<file path="src/rtl/sha256_msg_padder.sv">
// ---------------------------------------------------------------------------
// sha256_msg_padder
//
// Streaming SHA-256 message padder. Accepts the message one byte per cycle
// and emits big-endian 32-bit schedule words, 16 per 512-bit block, with the
// 0x80 marker, zero fill and 64-bit big-endian bit length already appended.
//
// Ports
//   clk, rst_n      : clock (rising edge), asynchronous active-low reset
//   in_data/valid   : message byte and its valid strobe
//   in_last         : qualifies the final message byte (with in_valid)
//   in_empty        : one-cycle request to hash a zero-length message (IDLE)
//   in_ready        : byte is accepted this cycle
//   out_word/valid  : schedule word (first byte in [31:24]) and valid
//   out_ready       : consumer accepts the word
//   out_blk_last    : word 15 of a block
//   out_msg_last    : word 15 of the final block
//   busy            : a message is in progress
// ---------------------------------------------------------------------------
module sha256_msg_padder #(
  parameter int CNT_W = 32
) (
  input  logic        clk,
  input  logic        rst_n,
  input  logic [7:0]  in_data,
  input  logic        in_valid,
  input  logic        in_last,
  input  logic        in_empty,
  output logic        in_ready,
  output logic [31:0] out_word,
  output logic        out_valid,
  input  logic        out_ready,
  output logic        out_blk_last,
  output logic        out_msg_last,
  output logic        busy
);

  typedef enum logic [2:0] {
    S_IDLE,
    S_DATA,
    S_PAD80,
    S_ZERO,
    S_LEN
  } state_t;

  state_t             state_q, state_d;
  logic [5:0]         pos_q, pos_d;
  logic [CNT_W-1:0]   cnt_q, cnt_d;
  logic [2:0]         len_idx_q, len_idx_d;
  logic [23:0]        asm_q, asm_d;
  logic [31:0]        out_word_q, out_word_d;
  logic               out_valid_q, out_valid_d;
  logic               out_blk_last_q, out_blk_last_d;
  logic               out_msg_last_q, out_msg_last_d;
  logic               run_q, run_d;

  logic               stall;
  logic               accepting;
  logic               take;
  logic               step;
  logic [7:0]         byte_v;

  // Length byte idx (0 = most significant) of the 64-bit field {0, cnt, 3'b0}.
  function automatic logic [7:0] len_byte(input logic [CNT_W-1:0] cnt,
                                          input logic [2:0]       idx);
    logic [63:0] bits;
    bits = 64'({cnt, 3'b000});
    bits = bits << (8 * idx);
    return bits[63:56];
  endfunction

  always_comb begin
    stall     = out_valid_q && !out_ready;
    accepting = (state_q == S_IDLE || state_q == S_DATA) && run_q && !stall;
    take      = in_valid && accepting;

    state_d        = state_q;
    pos_d          = pos_q;
    cnt_d          = cnt_q;
    len_idx_d      = len_idx_q;
    asm_d          = asm_q;
    out_word_d     = out_word_q;
    out_valid_d    = out_valid_q;
    out_blk_last_d = out_blk_last_q;
    out_msg_last_d = out_msg_last_q;
    run_d          = 1'b1;
    step           = 1'b0;
    byte_v         = 8'h00;

    // A pending unaccepted word freezes the whole engine.
    if (!stall) begin
      case (state_q)
        S_IDLE, S_DATA: begin
          if (take) begin
            step    = 1'b1;
            byte_v  = in_data;
            cnt_d   = cnt_q + 1'b1;
            state_d = in_last ? S_PAD80 : S_DATA;
          end else if (state_q == S_IDLE && in_empty && run_q) begin
            state_d = S_PAD80;
            cnt_d   = '0;
          end
        end
        S_PAD80: begin
          step    = 1'b1;
          byte_v  = 8'h80;
          // Landing on position 56 means the length fits right away.
          state_d = (pos_q == 6'd55) ? S_LEN : S_ZERO;
        end
        S_ZERO: begin
          step   = 1'b1;
          byte_v = 8'h00;
          if (pos_q == 6'd55) state_d = S_LEN;
        end
        S_LEN: begin
          step      = 1'b1;
          byte_v    = len_byte(cnt_q, len_idx_q);
          len_idx_d = len_idx_q + 3'd1;
          if (len_idx_q == 3'd7) begin
            state_d = S_IDLE;
            cnt_d   = '0;
          end
        end
        default: state_d = S_IDLE;
      endcase

      // Not stalled: any previous word has been consumed (or none was held).
      out_valid_d    = 1'b0;
      out_blk_last_d = 1'b0;
      out_msg_last_d = 1'b0;

      if (step) begin
        pos_d = pos_q + 6'd1;
        asm_d = {asm_q[15:0], byte_v};
        if (pos_q[1:0] == 2'd3) begin
          out_word_d     = {asm_q, byte_v};
          out_valid_d    = 1'b1;
          out_blk_last_d = (pos_q == 6'd63);
          out_msg_last_d = (pos_q == 6'd63) && (state_q == S_LEN);
        end
      end
    end
  end

  always_ff @(posedge clk or negedge rst_n) begin
    if (!rst_n) begin
      state_q        <= S_IDLE;
      pos_q          <= '0;
      cnt_q          <= '0;
      len_idx_q      <= '0;
      asm_q          <= '0;
      out_word_q     <= '0;
      out_valid_q    <= 1'b0;
      out_blk_last_q <= 1'b0;
      out_msg_last_q <= 1'b0;
      run_q          <= 1'b0;
    end else begin
      state_q        <= state_d;
      pos_q          <= pos_d;
      cnt_q          <= cnt_d;
      len_idx_q      <= len_idx_d;
      asm_q          <= asm_d;
      out_word_q     <= out_word_d;
      out_valid_q    <= out_valid_d;
      out_blk_last_q <= out_blk_last_d;
      out_msg_last_q <= out_msg_last_d;
      run_q          <= run_d;
    end
  end

  assign in_ready     = accepting;
  assign out_word     = out_word_q;
  assign out_valid    = out_valid_q;
  assign out_blk_last = out_blk_last_q;
  assign out_msg_last = out_msg_last_q;
  assign busy         = (state_q != S_IDLE);

endmodule

</file>
<file path="config.mk">
export PLATFORM = sky130hd
export DESIGN_NAME = sha256_msg_padder
export DESIGN_NICKNAME = d
export VERILOG_FILES = /design/src/rtl/sha256_msg_padder.sv
export SDC_FILE = /design/constraint.sdc
export NUM_CORES = 1
export LEC_CHECK = 0
export ABC_CLOCK_PERIOD_IN_PS = 2170
export CAP_MARGIN = 20
export CORE_MARGIN = 1
export CORE_UTILIZATION = 48
export CTS_CLUSTER_DIAMETER = 100
export DETAILED_ROUTE_END_ITERATION = 10
export PLACE_DENSITY_LB_ADDON = 0.25
export SLEW_MARGIN = 20
export SYNTH_ARGS = -nofsm -noshare
export SYNTH_HDL_FRONTEND = slang
export SYNTH_SLANG_ARGS = --single-unit
export TNS_END_PERCENT = 20
</file>
<file path="constraint.sdc">
create_clock -name clk -period 2.17 [get_ports clk]
set_clock_uncertainty 0.2 [all_clocks]
set_input_delay 0.434 -clock clk [delete_from_list [all_inputs] [get_ports clk]]
set_output_delay 0.434 -clock clk [all_outputs]
set_load 0.03 [all_outputs]
</file>
After elaboration in Yosys (flattened, before gate mapping)

Cells that the tools add are included.

Register bits: 104
Input port bits: 14
Output and inout bits: 37
Logic and storage cells: 68

Add/subtract/negate cells: 3
Equal/unequal tests: 11
Shift-type cells: 1
Multiplexer cells: 22
Bitwise operators: 1
Reductions and logical operators: 20

Operators by type and width:

| cell                    | number |
|---|---|
| $mux W32                | 3 |
| $pmux W32 S2            | 1 |
| $shl A35 B6 Y64         | 1 |
| $add A32 B1 Y32 const B | 1 |
| $pmux W8 S3             | 1 |
| $mux W3                 | 5 |
| $eq A6 B6 Y1 const B    | 2 |
| $pmux W3 S4             | 1 |
| $mux W1                 | 8 |
| $mux W8                 | 1 |
| $reduce_and A4 Y1       | 2 |
| $logic_and A1 B1 Y1     | 7 |
| $add A6 B1 Y6 const B   | 1 |
| $eq A3 B2 Y1 const B    | 2 |
| $eq A3 B3 Y1 const B    | 2 |
| $ne A2 B2 Y1 const B    | 2 |
| $reduce_and A2 Y1       | 2 |
| $add A3 B1 Y3 const B   | 1 |
| $eq A3 B1 Y1 const B    | 1 |
| $logic_not A3 Y1        | 1 |
| $ne A3 B3 Y1 const B    | 1 |
| $reduce_and A3 Y1       | 1 |
| $reduce_bool A3 Y1      | 1 |
| $reduce_or A3 Y1        | 1 |
| other kinds (8)         | 9 |

Depth between registers and ports, before layout

Gate-level depths: netlist (run 1).

Depth after elaboration: 9
Mapped depth: 9
Gate-level depth less buffers: 7

Least setup slack after synthesis (run 1)

No wires, ideal clock.

Path type: register to register
Start point: reg out_valid_q (netlist: out_valid)
End point: reg out_word_q[10] (netlist: out_word[10])
Library setup time: 125 ps
Arrival: 1,998 ps
Required time: 1,845 ps
Setup slack: -153 ps
Stages on the path, launching flop included: 9
Path buffers: 4
Clock period less this slack: 2,323 ps
Cell sequence: dfrtp_1 nor2b_1 clkbuf_1 a221o_1 buf_6 or2_1 buf_6 buf_6 mux2_4

Word-level cells in the longest chain between the ends: 8
Elaborated cells on any way between the ends: 9
Those cells by class: mux: 3; bitwise: 1; reduce/logical: 5

RTL lines:

| item                          | line | RTL |
|---|---|---|
| start, declared               | 52   | `logic out_valid_q, out_valid_d;` |
| start signal, assigned        | 164  | `out_valid_q <= out_valid_d;` |
| $logic_and A1 B1 Y1 *         | 73   | `stall = out_valid_q && !out_ready;` |
| $logic_not A1 Y1              | n/a  |  |
| $logic_and A1 B1 Y1           | 74   | `accepting = (state_q == S_IDLE \|\| state_q == S_DATA) && run_q && !stall;` |
| $logic_and A1 B1 Y1           | 75   | `take = in_valid && accepting;` |
| $mux W1                       | 94   | `if (take) begin` |
| $pmux W1 S2                   | 92   | `case (state_q)` |
| $mux W1                       | 91   | `if (!stall) begin` |
| $reduce_and A3 Y1 (no line) * | n/a  |  |
| end signal, assigned          | 163  | `out_word_q <= out_word_d;` |
| end, declared                 | 51   | `logic [31:0] out_word_q, out_word_d;` |

Mark *: on every way between the ends. The rest lies on a longest branch, timed or not. The select of a mux whose other input is x is not followed.
A chain may end at the register's enable or synchronous reset.

Final worst setup path (run 1)

Start point: in out_ready
End point: reg cnt_q[6]

Word-level cells in the longest chain between the ends: 7
Elaborated cells on any way between the ends: 10
Those cells by class: eq/ne: 1; mux: 2; bitwise: 1; reduce/logical: 6

RTL lines:

| item                                                        | line | RTL |
|---|---|---|
| start, declared                                             | 32   | `input logic out_ready,` |
| $logic_not A1 Y1 *                                          | 73   |  |
| $logic_and A1 B1 Y1 *                                       | 73   |  |
| $logic_not A1 Y1                                            | n/a  |  |
| $logic_and A1 B1 Y1                                         | 74   |  |
| $logic_and A1 B1 Y1                                         | 75   |  |
| $ne A3 B3 Y1 (no line) or $mux W32 (tied branches)          | n/a  |  |
| $reduce_and A4 Y1 (no line) or $pmux W32 S2 (tied branches) | n/a  |  |
| end signal, assigned                                        | 160  | `cnt_q <= cnt_d;` |
| end, declared                                               | 48   | `logic [CNT_W-1:0] cnt_q, cnt_d;` |

Mark *: on every way between the ends. The rest lies on a longest branch, timed or not.

==> run summary, run 1 <==
Ys async rst share: 100%
Syn_area_per_cell: 11.1 µm²
CTS Buffer Depth: 2
First-pass GRT wire length: 18800 µm
Die footprint: 10800 µm²
#FFs+latches synth: 104
Top FF cell, synth: dfrtp_1
Register area share after synthesis: 52.1%
Buffers on Ports: 50
Critical Path Start Type: primary input
CP arrival: 2.22 ns
Clk sinks: 104
Initial antenna violation count: 0
Min Tclk post-route: 2.13 ns
Slowest CP cell: clkdlybuf4s50_1
Setup Viol. Count Final: 0
CTS H-tree lvls: 3
Filler cells: 791
Finished Cell Area: 6180 µm²
Cell count after synthesis: 452
CP Capture Point: cnt_q[6]$_DFFE_PN0P_
Post-DRT Antenna Nets: 0
Hold slack: 0.278 ns
Peak VDD IR: 417 µV
Post-Route WL: 10900 µm
Via Count: 3856
Boundary Pins: 51
GRT Total Usage: 21.6%
Most frequent cell after synthesis: dfrtp_1
Initial Utilization: 50.4%
Number of synthesized flops with an enable pin: 0
CTS tree: yes
Nets: 547
Status: completed
Final hold vios: 0
PwrDens: 897 nW/µm²
YS warnings: 0
Placer congestion estimate: 0.856
Area of the core: 9910 µm²
Largest cells by area after synthesis: dfrtp_1 52%, mux2_4 6.0%, o21ai_0 5.7%, mux2_2 5.2%, nand2_1 3.1%
Hpwl dp: 7790 µm
# DRC: 0
Gr ovfl total: 0
Storage element area: 2600 µm²
Die X: 104 µm
Share of cells above drive strength 1: 24.0%
Crit share post-route: 98.0%
Crit path launch: out_ready
R2R depth: 7
Most instantiated cells after synthesis: 104 x dfrtp_1, 57 x o21ai_0, 41 x nand2_1
Max cap viols: 0
Syn-to-layout area delta: 23.7%
Via/cell ratio: 5.78
CP cell instances: clkdlybuf4s50_1, nor2b_1, buf_4, or3_4, buf_12, buf_12, a31oi_1, o21ai_0, o21ai_0
Row count: 36
TritonCTS buffer count: 9
Lkg Pwr: 2.80 nW
Starting DRT DRC Count: 222
Setup TNS: 0 ns
Slowest cell delay on critical path: 0.48 ns
Synth cell types: 52
Clock Latency Late Sink: 0.37 ns
Critical Path End Type: flop
Final Max Slew Viols: 0
Root Driver: clkbuf_8
Die boundary height: 104 µm
Worst hold-check path type: reg2reg
Worst r2r src: state_q[1]$_DFFE_PN0P_
Maximum fanout along the worst path: 17
Area post-placement: 5940 µm²
Largest net degree at the start of global routing: 47
Post-synthesis net count: 470
Leading area contributor after synthesis: dfrtp_1
Reg-to-Reg End: cnt_q[6]$_DFFE_PN0P_
R2r setup slk: 0.05 ns
Data required, critical path: 2.26 ns
Routed len/inst: 16.4 µm
Vias in the first global route: 3689
Cell area after synthesis: 5000 µm²
Clock slew at reported path FFs: 0.11 ns
Post-synth top area share: 52.1%
Maximum clock rate: 0.470 GHz
Hold path cells: 1
TritonRoute pass-1 iters: 5
Unrepaired setup endpoints after global routing: true
Number of diodes: 0
Multi-input gate area: 2220 µm²
Worst Setup Path Type: in2reg
## per-stage QoR
stage	total power [mW]	utilization [%]	instances	setup WS, ns
finish	5.54	62.4	667	0.0440
floorplan	3.71	-	452	-0.0885
global placement	4.30	59.9	648	-0.296
detailed placement	4.36	59.9	648	-0.354
global route	5.85	62.4	667	-0.0444
CTS	5.58	62.2	667	0.00305
## cells by family after synthesis
logic type	after synthesis	synth area share, %
XOR/XNOR	6	1.05
AO/OA/AOI/OAI	115	14.2
adder cells (fa/ha/maj)	4	1.00
buffers and inverters	39	4.03
AND/OR/NAND/NOR	130	13.1
flip-flops	104	52.1
other	1	0.0750
multiplexers	53	14.4
## cells in the final DEF (no fill, tap or decap), types with 3 or more instances in the layout
cell               n
mux2_4            20
xnor2_1            3
mux2_2            23
dfrtp_1          103
nand2_1           41
nor4_1             3
xor2_1             3
nor2b_1            4
or3_1              3
nand4_1           17
buf_4             43
inv_1              5
a21oi_1           10
a22oi_1            7
a41oi_1            5
buf_12             8
nor2_1            20
nand3_1           14
mux4_2             5
a41o_1             3
o21ai_1            4
a31oi_1           13
and3_1             7
ha_1               4
nand3b_1           3
o21ai_0           54
clkbuf_8          10
mux2i_1            5
clkdlybuf4s50_1   47
o31ai_1            4
## sequential cells by signal (all words and copies together), names as in the netlist
| register | cells |
|---|---|
| pos_q | 6 |
| out_valid | 1 |
| out_msg_last | 1 |
| out_blk_last | 1 |
| cnt_q | 32 |
| out_word | 32 |
| asm_q | 24 |
| state_q | 3 |
| len_idx_q | 3 |
| run_q | 1 |
## worst min-delay path by stage
stage                         start                    to  slack (ns)
2_1_floorplan                 rst_n  asm_q[0]$_DFFE_PN0P_       -0.06
3_3_place_gp                  rst_n  pos_q[2]$_DFFE_PN0P_        0.20
3_5_place_dp                  rst_n  pos_q[2]$_DFFE_PN0P_        0.21
4_1_cts        pos_q[5]$_DFFE_PN0P_  pos_q[5]$_DFFE_PN0P_        0.28
5_1_grt        pos_q[5]$_DFFE_PN0P_  pos_q[5]$_DFFE_PN0P_        0.29
6_report       pos_q[5]$_DFFE_PN0P_  pos_q[5]$_DFFE_PN0P_        0.28
## critical path, delay by kind of cell
family / cells / cell delay [ns]
AO/OA/AOI/OAI: 3 / 0.37
AND/OR/NAND/NOR: 2 / 0.47
buffers and inverters: 4 / 0.95
## routing by layer
layer / GRT usage [%] / share of wire (%)
met3: 4.57 / 4.8
met5: 0 / 0
met1: 30.8 / 47
met4: 3.67 / 0.77
met2: 34.5 / 48
## report_power, final
| part | switching [mW] | internal, mW |
|---|---|---|
| Combinational | 0.993 | 0.926 |
| Clock | 0.725 | 0.479 |
| Sequential | 0.202 | 2.22 |
| Total | 1.92 | 3.62 |
## timing repair
item / in CTS / in global routing
resized for setup: 4 / 8
setup buffers: 2 / 0
hold buffers: 1 / 0
endpoints found under the setup margin: 19 / 29
hold endpoints to repair: 29 / 0
gates cloned: 0 / 0
## final cells by class
cell class | count | share of cell area, %
sequential | 104 | 42.1
multi-input combinational | 309 | 36.0
timing repair buffer | 100 | 15.7
tap | 133 | 2.69
clock buffer | 10 | 2.23
clock inverter | 6 | 1.03
inverter | 5 | 0.304
No activity file was read; power rests on OpenSTA's default activity.
==> run 2: changes to the inputs <==
--- a/config.mk
+++ b/config.mk
@@ -7,8 +7,10 @@
 export LEC_CHECK = 0
 export ABC_CLOCK_PERIOD_IN_PS = 2170
 export CAP_MARGIN = 20
-export CORE_MARGIN = 1
-export CORE_UTILIZATION = 48
+export CELL_PAD_IN_SITES_DETAIL_PLACEMENT = 1
+export CELL_PAD_IN_SITES_GLOBAL_PLACEMENT = 2
+export CORE_MARGIN = 2
+export CORE_UTILIZATION = 30
 export CTS_CLUSTER_DIAMETER = 100
 export DETAILED_ROUTE_END_ITERATION = 10
 export PLACE_DENSITY_LB_ADDON = 0.25
==> run summary, run 2 (same netlist as run 1, synthesis figures left out) <==
Status: completed (unchanged)
Critical Path End Type: flop (unchanged)
Worst Setup Path Type: reg2reg (was in2reg)
Share of cells above drive strength 1: 25.0% (was 24.0%)
Clk sinks: 104 (unchanged)
Hold path cells: 1 (unchanged)
Via/cell ratio: 5.09 (was 5.78)
Most frequent cells in the layout: 103 x dfrtp_1, 53 x o21ai_0, 50 x buf_4, 47 x clkdlybuf4s50_1, 41 x nand2_1 (was 103 x dfrtp_1, 54 x o21ai_0, 47 x clkdlybuf4s50_1, 43 x buf_4, 41 x nand2_1)
Min Tclk post-route: 2.12 ns (was 2.13 ns)
Maximum clock rate: 0.471 GHz (was 0.470 GHz)
Setup Fix Bufs, Post-CTS: 0 (was 2)
CTS tree: yes (unchanged)
Most common cell after layout, fill and taps aside: dfrtp_1 (unchanged)
CTS H-tree lvls: 3 (unchanged)
Maximum fanout along the worst path: 30 (was 17)
PwrDens: 936 nW/µm² (was 897 nW/µm²)
Worst path top cell family by delay: simple AND/OR/NAND/NOR gates (was buffers and inverters)
Filler cells: 1814 (was 791)
GRT Total Usage: 15.7% (was 21.6%)
TritonRoute pass-1 iters: 4 (was 5)
Hold Path Sink: pos_q[5]$_DFFE_PN0P_ (unchanged)
Area of the core: 16400 µm² (was 9910 µm²)
Worst r2r src: state_q[1]$_DFFE_PN0P_ (unchanged)
Post-DRT Antenna Nets: 0 (unchanged)
TritonCTS buffer count: 9 (unchanged)
Reg-to-Reg End: out_word[5]$_DFFE_PN0P_ (was cnt_q[6]$_DFFE_PN0P_)
Initial Utilization: 30.5% (was 50.4%)
Setup Viol. Count Final: 0 (unchanged)
Die X: 133 µm (was 104 µm)
CP cell instances: or2_1, a221o_1, or2_4, buf_12, buf_4, nand2_1, o21ai_0 (was clkdlybuf4s50_1, nor2b_1, buf_4, or3_4, buf_12, buf_12, a31oi_1, o21ai_0, o21ai_0)
Gr ovfl total: 0 (unchanged)
Hpwl dp: 9370 µm (was 7790 µm)
Boundary Pins: 51 (unchanged)
Worst hold-check path type: reg2reg (unchanged)
Clock slew at reported path FFs: 0.08 ns (was 0.11 ns)
Syn-to-layout area delta: 28.2% (was 23.7%)
CTS Buffer Depth: 2 (unchanged)
Number of diodes: 0 (unchanged)
Placed cell count: 743 (was 648)
Starting DRT DRC Count: 128 (was 222)
Post-Route WL: 13100 µm (was 10900 µm)
CP arrival: 2.16 ns (was 2.22 ns)
Die footprint: 17700 µm² (was 10800 µm²)
Via Count: 3869 (was 3856)
Max cap viols: 0 (unchanged)
Initial antenna violation count: 0 (unchanged)
# DRC: 0 (unchanged)
Die boundary height: 133 µm (was 104 µm)
Vias in the first global route: 4172 (was 3689)
Nets: 553 (was 547)
Lkg Pwr: 2.85 nW (was 2.80 nW)
Critical Path Start Type: flop (was primary input)
Slowest CP cell: dfrtp_1 (was clkdlybuf4s50_1)
R2r setup slk: 0.05 ns (about the same)
Slowest cell delay on critical path: 0.43 ns (was 0.48 ns)
Clock Latency Late Sink: 0.36 ns (was 0.37 ns)
R2R depth: 7 (unchanged)
Worst path bufs/invs: 2 (was 4)
Data required, critical path: 2.21 ns (was 2.26 ns)
Peak VDD IR: 448 µV (was 417 µV)
Routed len/inst: 17.2 µm (was 16.4 µm)
Row count: 47 (was 36)
Final Max Slew Viols: 0 (unchanged)
Buffers on Ports: 50 (unchanged)
Crit share post-route: 97.9% (was 98.0%)
Final hold vios: 0 (unchanged)
Largest net degree at the start of global routing: 48 (was 47)
Final Instance Count excl. Fillers: 760 (was 667)
Root Driver: clkbuf_16 (was clkbuf_8)
First-pass GRT wire length: 22100 µm (was 18800 µm)
Placer congestion estimate: 0.739 (was 0.856)
Hold_sp: pos_q[5]$_DFFE_PN0P_ (unchanged)
Unrepaired setup endpoints after global routing: true (unchanged)
Final total power: 6.00 mW (was 5.54 mW)
run 2: cell count changes in the layout (fill, tap and decap cells not counted), sizes merged:
| cell | change |
|---|---|
| inv | +2 |
| buf | +7 |
| clkinv | -3 |
| clkbuf | -2 |
| clkinvlp | +2 |
run 2: layer usage:
metal / up-vias / global-route usage (%) / routed length, µm / part of all wire, %
li1: 1832 / - / - / -
met2: 48 / 26.3 / 6360 / 49
met3: 11 / 2.07 / 304 / 2.3
met1: 1978 / 20.8 / 6200 / 48
met5: - / 0 / 0 / 0
met4: 0 / 5.56 / 187 / 1.4
run 2: power by group:
part / switching, mW / internal [mW]
Clock: 0.791 / 0.803
Combinational: 1.03 / 0.951
Sequential: 0.204 / 2.22
Total: 2.02 / 3.97
run 2: layout make-up:
cell class | instances | area, µm² | area share (%)
Clock buffer | 9 | 225 | 3.52
Clock inverter | 7 | 62.6 | 0.977
Inverter | 5 | 18.8 | 0.293
Multi-Input combinational cell | 309 | 2230 | 34.8
Sequential cell | 104 | 2600 | 40.7
Tap cell | 220 | 275 | 4.30
Timing Repair Buffer | 106 | 992 | 15.5
run 2: worst reg2reg max path: cells and delay by family, from the launching register on:
kind                   cells  cell delay (ns)
buffers and inverters      2             0.38
AND/OR/NAND/NOR            3             0.57
flip-flops                 1             0.43
AO/OA/AOI/OAI              2             0.44
run 2: repair_timing:
item	4_1_cts	5_1_grt
gates cloned	0	0
resized for setup	6	11
hold buffers	1	0
endpoints found under the hold margin	14	0
setup endpoints to repair	15	28
pin swaps	0	1
run 2: through the flow:
| stage | worst slack (ns) | hold WS (ns) | setup TNS [ns] | cell area, µm² | utilization (%) |
|---|---|---|---|---|---|
| finish | 0.0451 | 0.277 | 0 | 6400 | 39.0 |
| global route | -0.0475 | 0.290 | -0.101 | 6400 | 39.0 |
| CTS | -0.0470 | 0.274 | -0.0470 | 6390 | 38.9 |
| detailed placement | -0.361 | 0.132 | -25.15 | 6080 | 37.1 |
| global placement | -0.328 | 0.123 | -21.38 | 6080 | 37.1 |
| floorplan | -0.0885 | -0.0616 | -1.78 | 5010 | - |
run 2: worst max path at each step:
stage,startpoint,endpoint,slack (ns),depth (start not counted)
after floorplan,out_valid$_DFFE_PN0N_,out_word[10]$_DFFE_PN0P_,-0.09,8
after global placement,in_valid,out_word[14]$_DFFE_PN0P_,-0.33,6
after detailed placement,in_valid,out_word[4]$_DFFE_PN0P_,-0.36,8
after CTS,state_q[1]$_DFFE_PN0P_,busy,-0.05,3
after global routing,cnt_q[0]$_DFFE_PN0P_,cnt_q[30]$_DFFE_PN0P_,-0.05,7
final,state_q[1]$_DFFE_PN0P_,out_word[5]$_DFFE_PN0P_,0.05,7
==> run 3: changes to the inputs <==
--- a/config.mk
+++ b/config.mk
@@ -14,6 +14,7 @@
 export CTS_CLUSTER_DIAMETER = 100
 export DETAILED_ROUTE_END_ITERATION = 10
 export PLACE_DENSITY_LB_ADDON = 0.25
+export SKIP_CTS_REPAIR_TIMING = 1
 export SLEW_MARGIN = 20
 export SYNTH_ARGS = -nofsm -noshare
 export SYNTH_HDL_FRONTEND = slang
==> constraint.sdc (replaced) <==
create_clock -name clk -period 2.17 [get_ports clk]
set_clock_uncertainty 0.2 [all_clocks]
set_input_delay 0.434 -clock clk [delete_from_list [all_inputs] [get_ports clk]]
set_output_delay 0.434 -clock clk [all_outputs]
set_load 0.1 [all_outputs]
==> run summary, run 3 (same netlist as run 1, synthesis figures left out) <==
Status: completed (unchanged)
Clock network power share: 23.4% (was 26.6%)
Setup TNS: 0 ns (unchanged)
Lkg Pwr: 3.01 nW (was 2.85 nW)
Area of the core: 16400 µm² (unchanged)
Maximum clock rate: 0.470 GHz (was 0.471 GHz)
Nets: 564 (was 553)
R2r setup slk: 0.08 ns (was 0.05 ns)
Filler cells: 1777 (was 1814)
Die footprint: 17700 µm² (unchanged)
Slowest cell delay on critical path: 0.40 ns (was 0.43 ns)
Clock slew at reported path FFs: 0.08 ns (about the same)
CTS H-tree lvls: 3 (unchanged)
Post-Route WL: 13800 µm (was 13100 µm)
Die X: 133 µm (unchanged)
Most common cell after layout, fill and taps aside: dfrtp_1 (unchanged)
First-pass GRT wire length: 22300 µm (was 22100 µm)
# DRC: 0 (unchanged)
Multi-input gate area: 2260 µm² (was 2230 µm²)
CP arrival: 1.49 ns (was 2.16 ns)
Row count: 47 (unchanged)
Most frequent cells in the layout: 103 x dfrtp_1, 93 x buf_4, 50 x o21ai_0, 41 x nand2_1, 23 x mux2_2 (was 103 x dfrtp_1, 53 x o21ai_0, 50 x buf_4, 47 x clkdlybuf4s50_1, 41 x nand2_1)
Boundary Pins: 51 (unchanged)
Die boundary height: 133 µm (unchanged)
Number of diodes: 0 (unchanged)
Hpwl dp: 9800 µm (was 9370 µm)
CP cell instances: buf_4, or3_4, buf_12 (was or2_1, a221o_1, or2_4, buf_12, buf_4, nand2_1, o21ai_0)
Starting DRT DRC Count: 188 (was 128)
Max cap viols: 0 (unchanged)
Maximum fanout along the worst path: 7 (was 30)
Placed cell count: 749 (was 743)
Combinational power share: 41.0% (was 33.0%)
Gr ovfl total: 0 (unchanged)
Peak VDD IR: 748 µV (was 448 µV)
CTS tree: yes (unchanged)
Initial antenna violation count: 0 (unchanged)
Clock Latency Late Sink: 0.36 ns (about the same)
Setup Viol. Count Final: 0 (unchanged)
Root Driver: clkbuf_16 (unchanged)
CTS Buffer Depth: 2 (unchanged)
Unrepaired setup endpoints after global routing: true (unchanged)
Net Sw Frac: 41.1% (was 33.7%)
Slowest CP cell: dfrtp_1 (unchanged)
Critical Path End Type: output pin (was flop)
Worst path top cell family by delay: flip-flops (was simple AND/OR/NAND/NOR gates)
TritonRoute pass-1 iters: 4 (unchanged)
GRT Total Usage: 16.0% (was 15.7%)
Final total power: 6.79 mW (was 6.00 mW)
Routed len/inst: 18.0 µm (was 17.2 µm)
Sequential Power Share: 35.7% (was 40.4%)
Crit share post-route: 98.0% (was 97.9%)
Internal power: 4.00 mW (was 3.97 mW)
Worst hold-check path type: reg2reg (unchanged)
Vias in the first global route: 4182 (was 4172)
Min Tclk post-route: 2.13 ns (was 2.12 ns)
Via Count: 3927 (was 3869)
Post-DRT Antenna Nets: 0 (unchanged)
Final Max Slew Viols: 0 (unchanged)
Clk sinks: 104 (unchanged)
Placer congestion estimate: 0.774 (was 0.739)
Final hold vios: 0 (unchanged)
Critical Path Start Type: flop (unchanged)
PwrDens: 1050 nW/µm² (was 936 nW/µm²)
Initial Utilization: 30.5% (unchanged)
Data required, critical path: 1.54 ns (was 2.21 ns)
Final Instance Count excl. Fillers: 770 (was 760)
Worst path bufs/invs: 2 (unchanged)
Worst Setup Path Type: reg2out (was reg2reg)
Share of cells above drive strength 1: 33.8% (was 25.0%)
Largest net degree at the start of global routing: 38 (was 48)
Via/cell ratio: 5.10 (was 5.09)
Syn-to-layout area delta: 29.9% (was 28.2%)
NetSw: 2.79 mW (was 2.02 mW)
Storage element area: 2610 µm² (was 2600 µm²)
Buffers on Ports: 50 (unchanged)
TritonCTS buffer count: 9 (unchanged)
==> run 3: area by class of cell <==
cell class,count,area share (%)
inverter,5,0.289
tap,220,4.24
multi-input combinational,309,34.9
timing repair buffer,117,16.1
sequential,104,40.2
clock buffer,9,3.47
clock inverter,6,0.810
==> run 3: path summary, 6_finish.rpt <==
path                                        start                       end  cells after the start
setup / recovery           state_q[1]$_DFFE_PN0P_                      busy                      3
hold / removal               pos_q[5]$_DFFE_PN0P_      pos_q[5]$_DFFE_PN0P_                      1
setup reg to reg            out_valid$_DFFE_PN0N_     cnt_q[22]$_DFFE_PN0P_                      7
hold reg to reg              pos_q[5]$_DFFE_PN0P_      pos_q[5]$_DFFE_PN0P_                      1
max in group asynchronous                   rst_n      cnt_q[7]$_DFFE_PN0P_                      3
min in group asynchronous                   rst_n  out_word[17]$_DFFE_PN0P_                      2
==> run 3: power groups by stage <==
stage	clock network, mW	registers [mW]	logic (mW)
CTS	1.66	2.43	2.71
global placement	0	2.45	2.66
floorplan	0	3.34	1.05
detailed placement	0	2.46	2.70
finish	1.59	2.42	2.78
global route	1.72	2.47	2.95
==> run 3: per-layer routing <==
layer  share of wire, %  wire length [µm]  global-route usage [%]
met2                 48              6690                    26.7
met3                3.5               487                    3.45
met5                  0                 0                       0
met1                 46              6430                    21.1
met4                1.6               219                    4.42
==> run 3: per-stage QoR <==
| step | util (%) | setup WS, ns | hold WS [ns] | instance area (µm²) |
|---|---|---|---|---|
| floorplan | - | -0.265 | -0.0616 | 5000 |
| global placement | 37.0 | -0.319 | 0.203 | 6070 |
| detailed placement | 37.0 | -0.353 | 0.221 | 6070 |
| CTS | 38.7 | -0.0174 | -0.171 | 6350 |
| global route | 39.6 | -0.0373 | 0.293 | 6490 |
| finish | 39.6 | 0.0433 | 0.273 | 6490 |
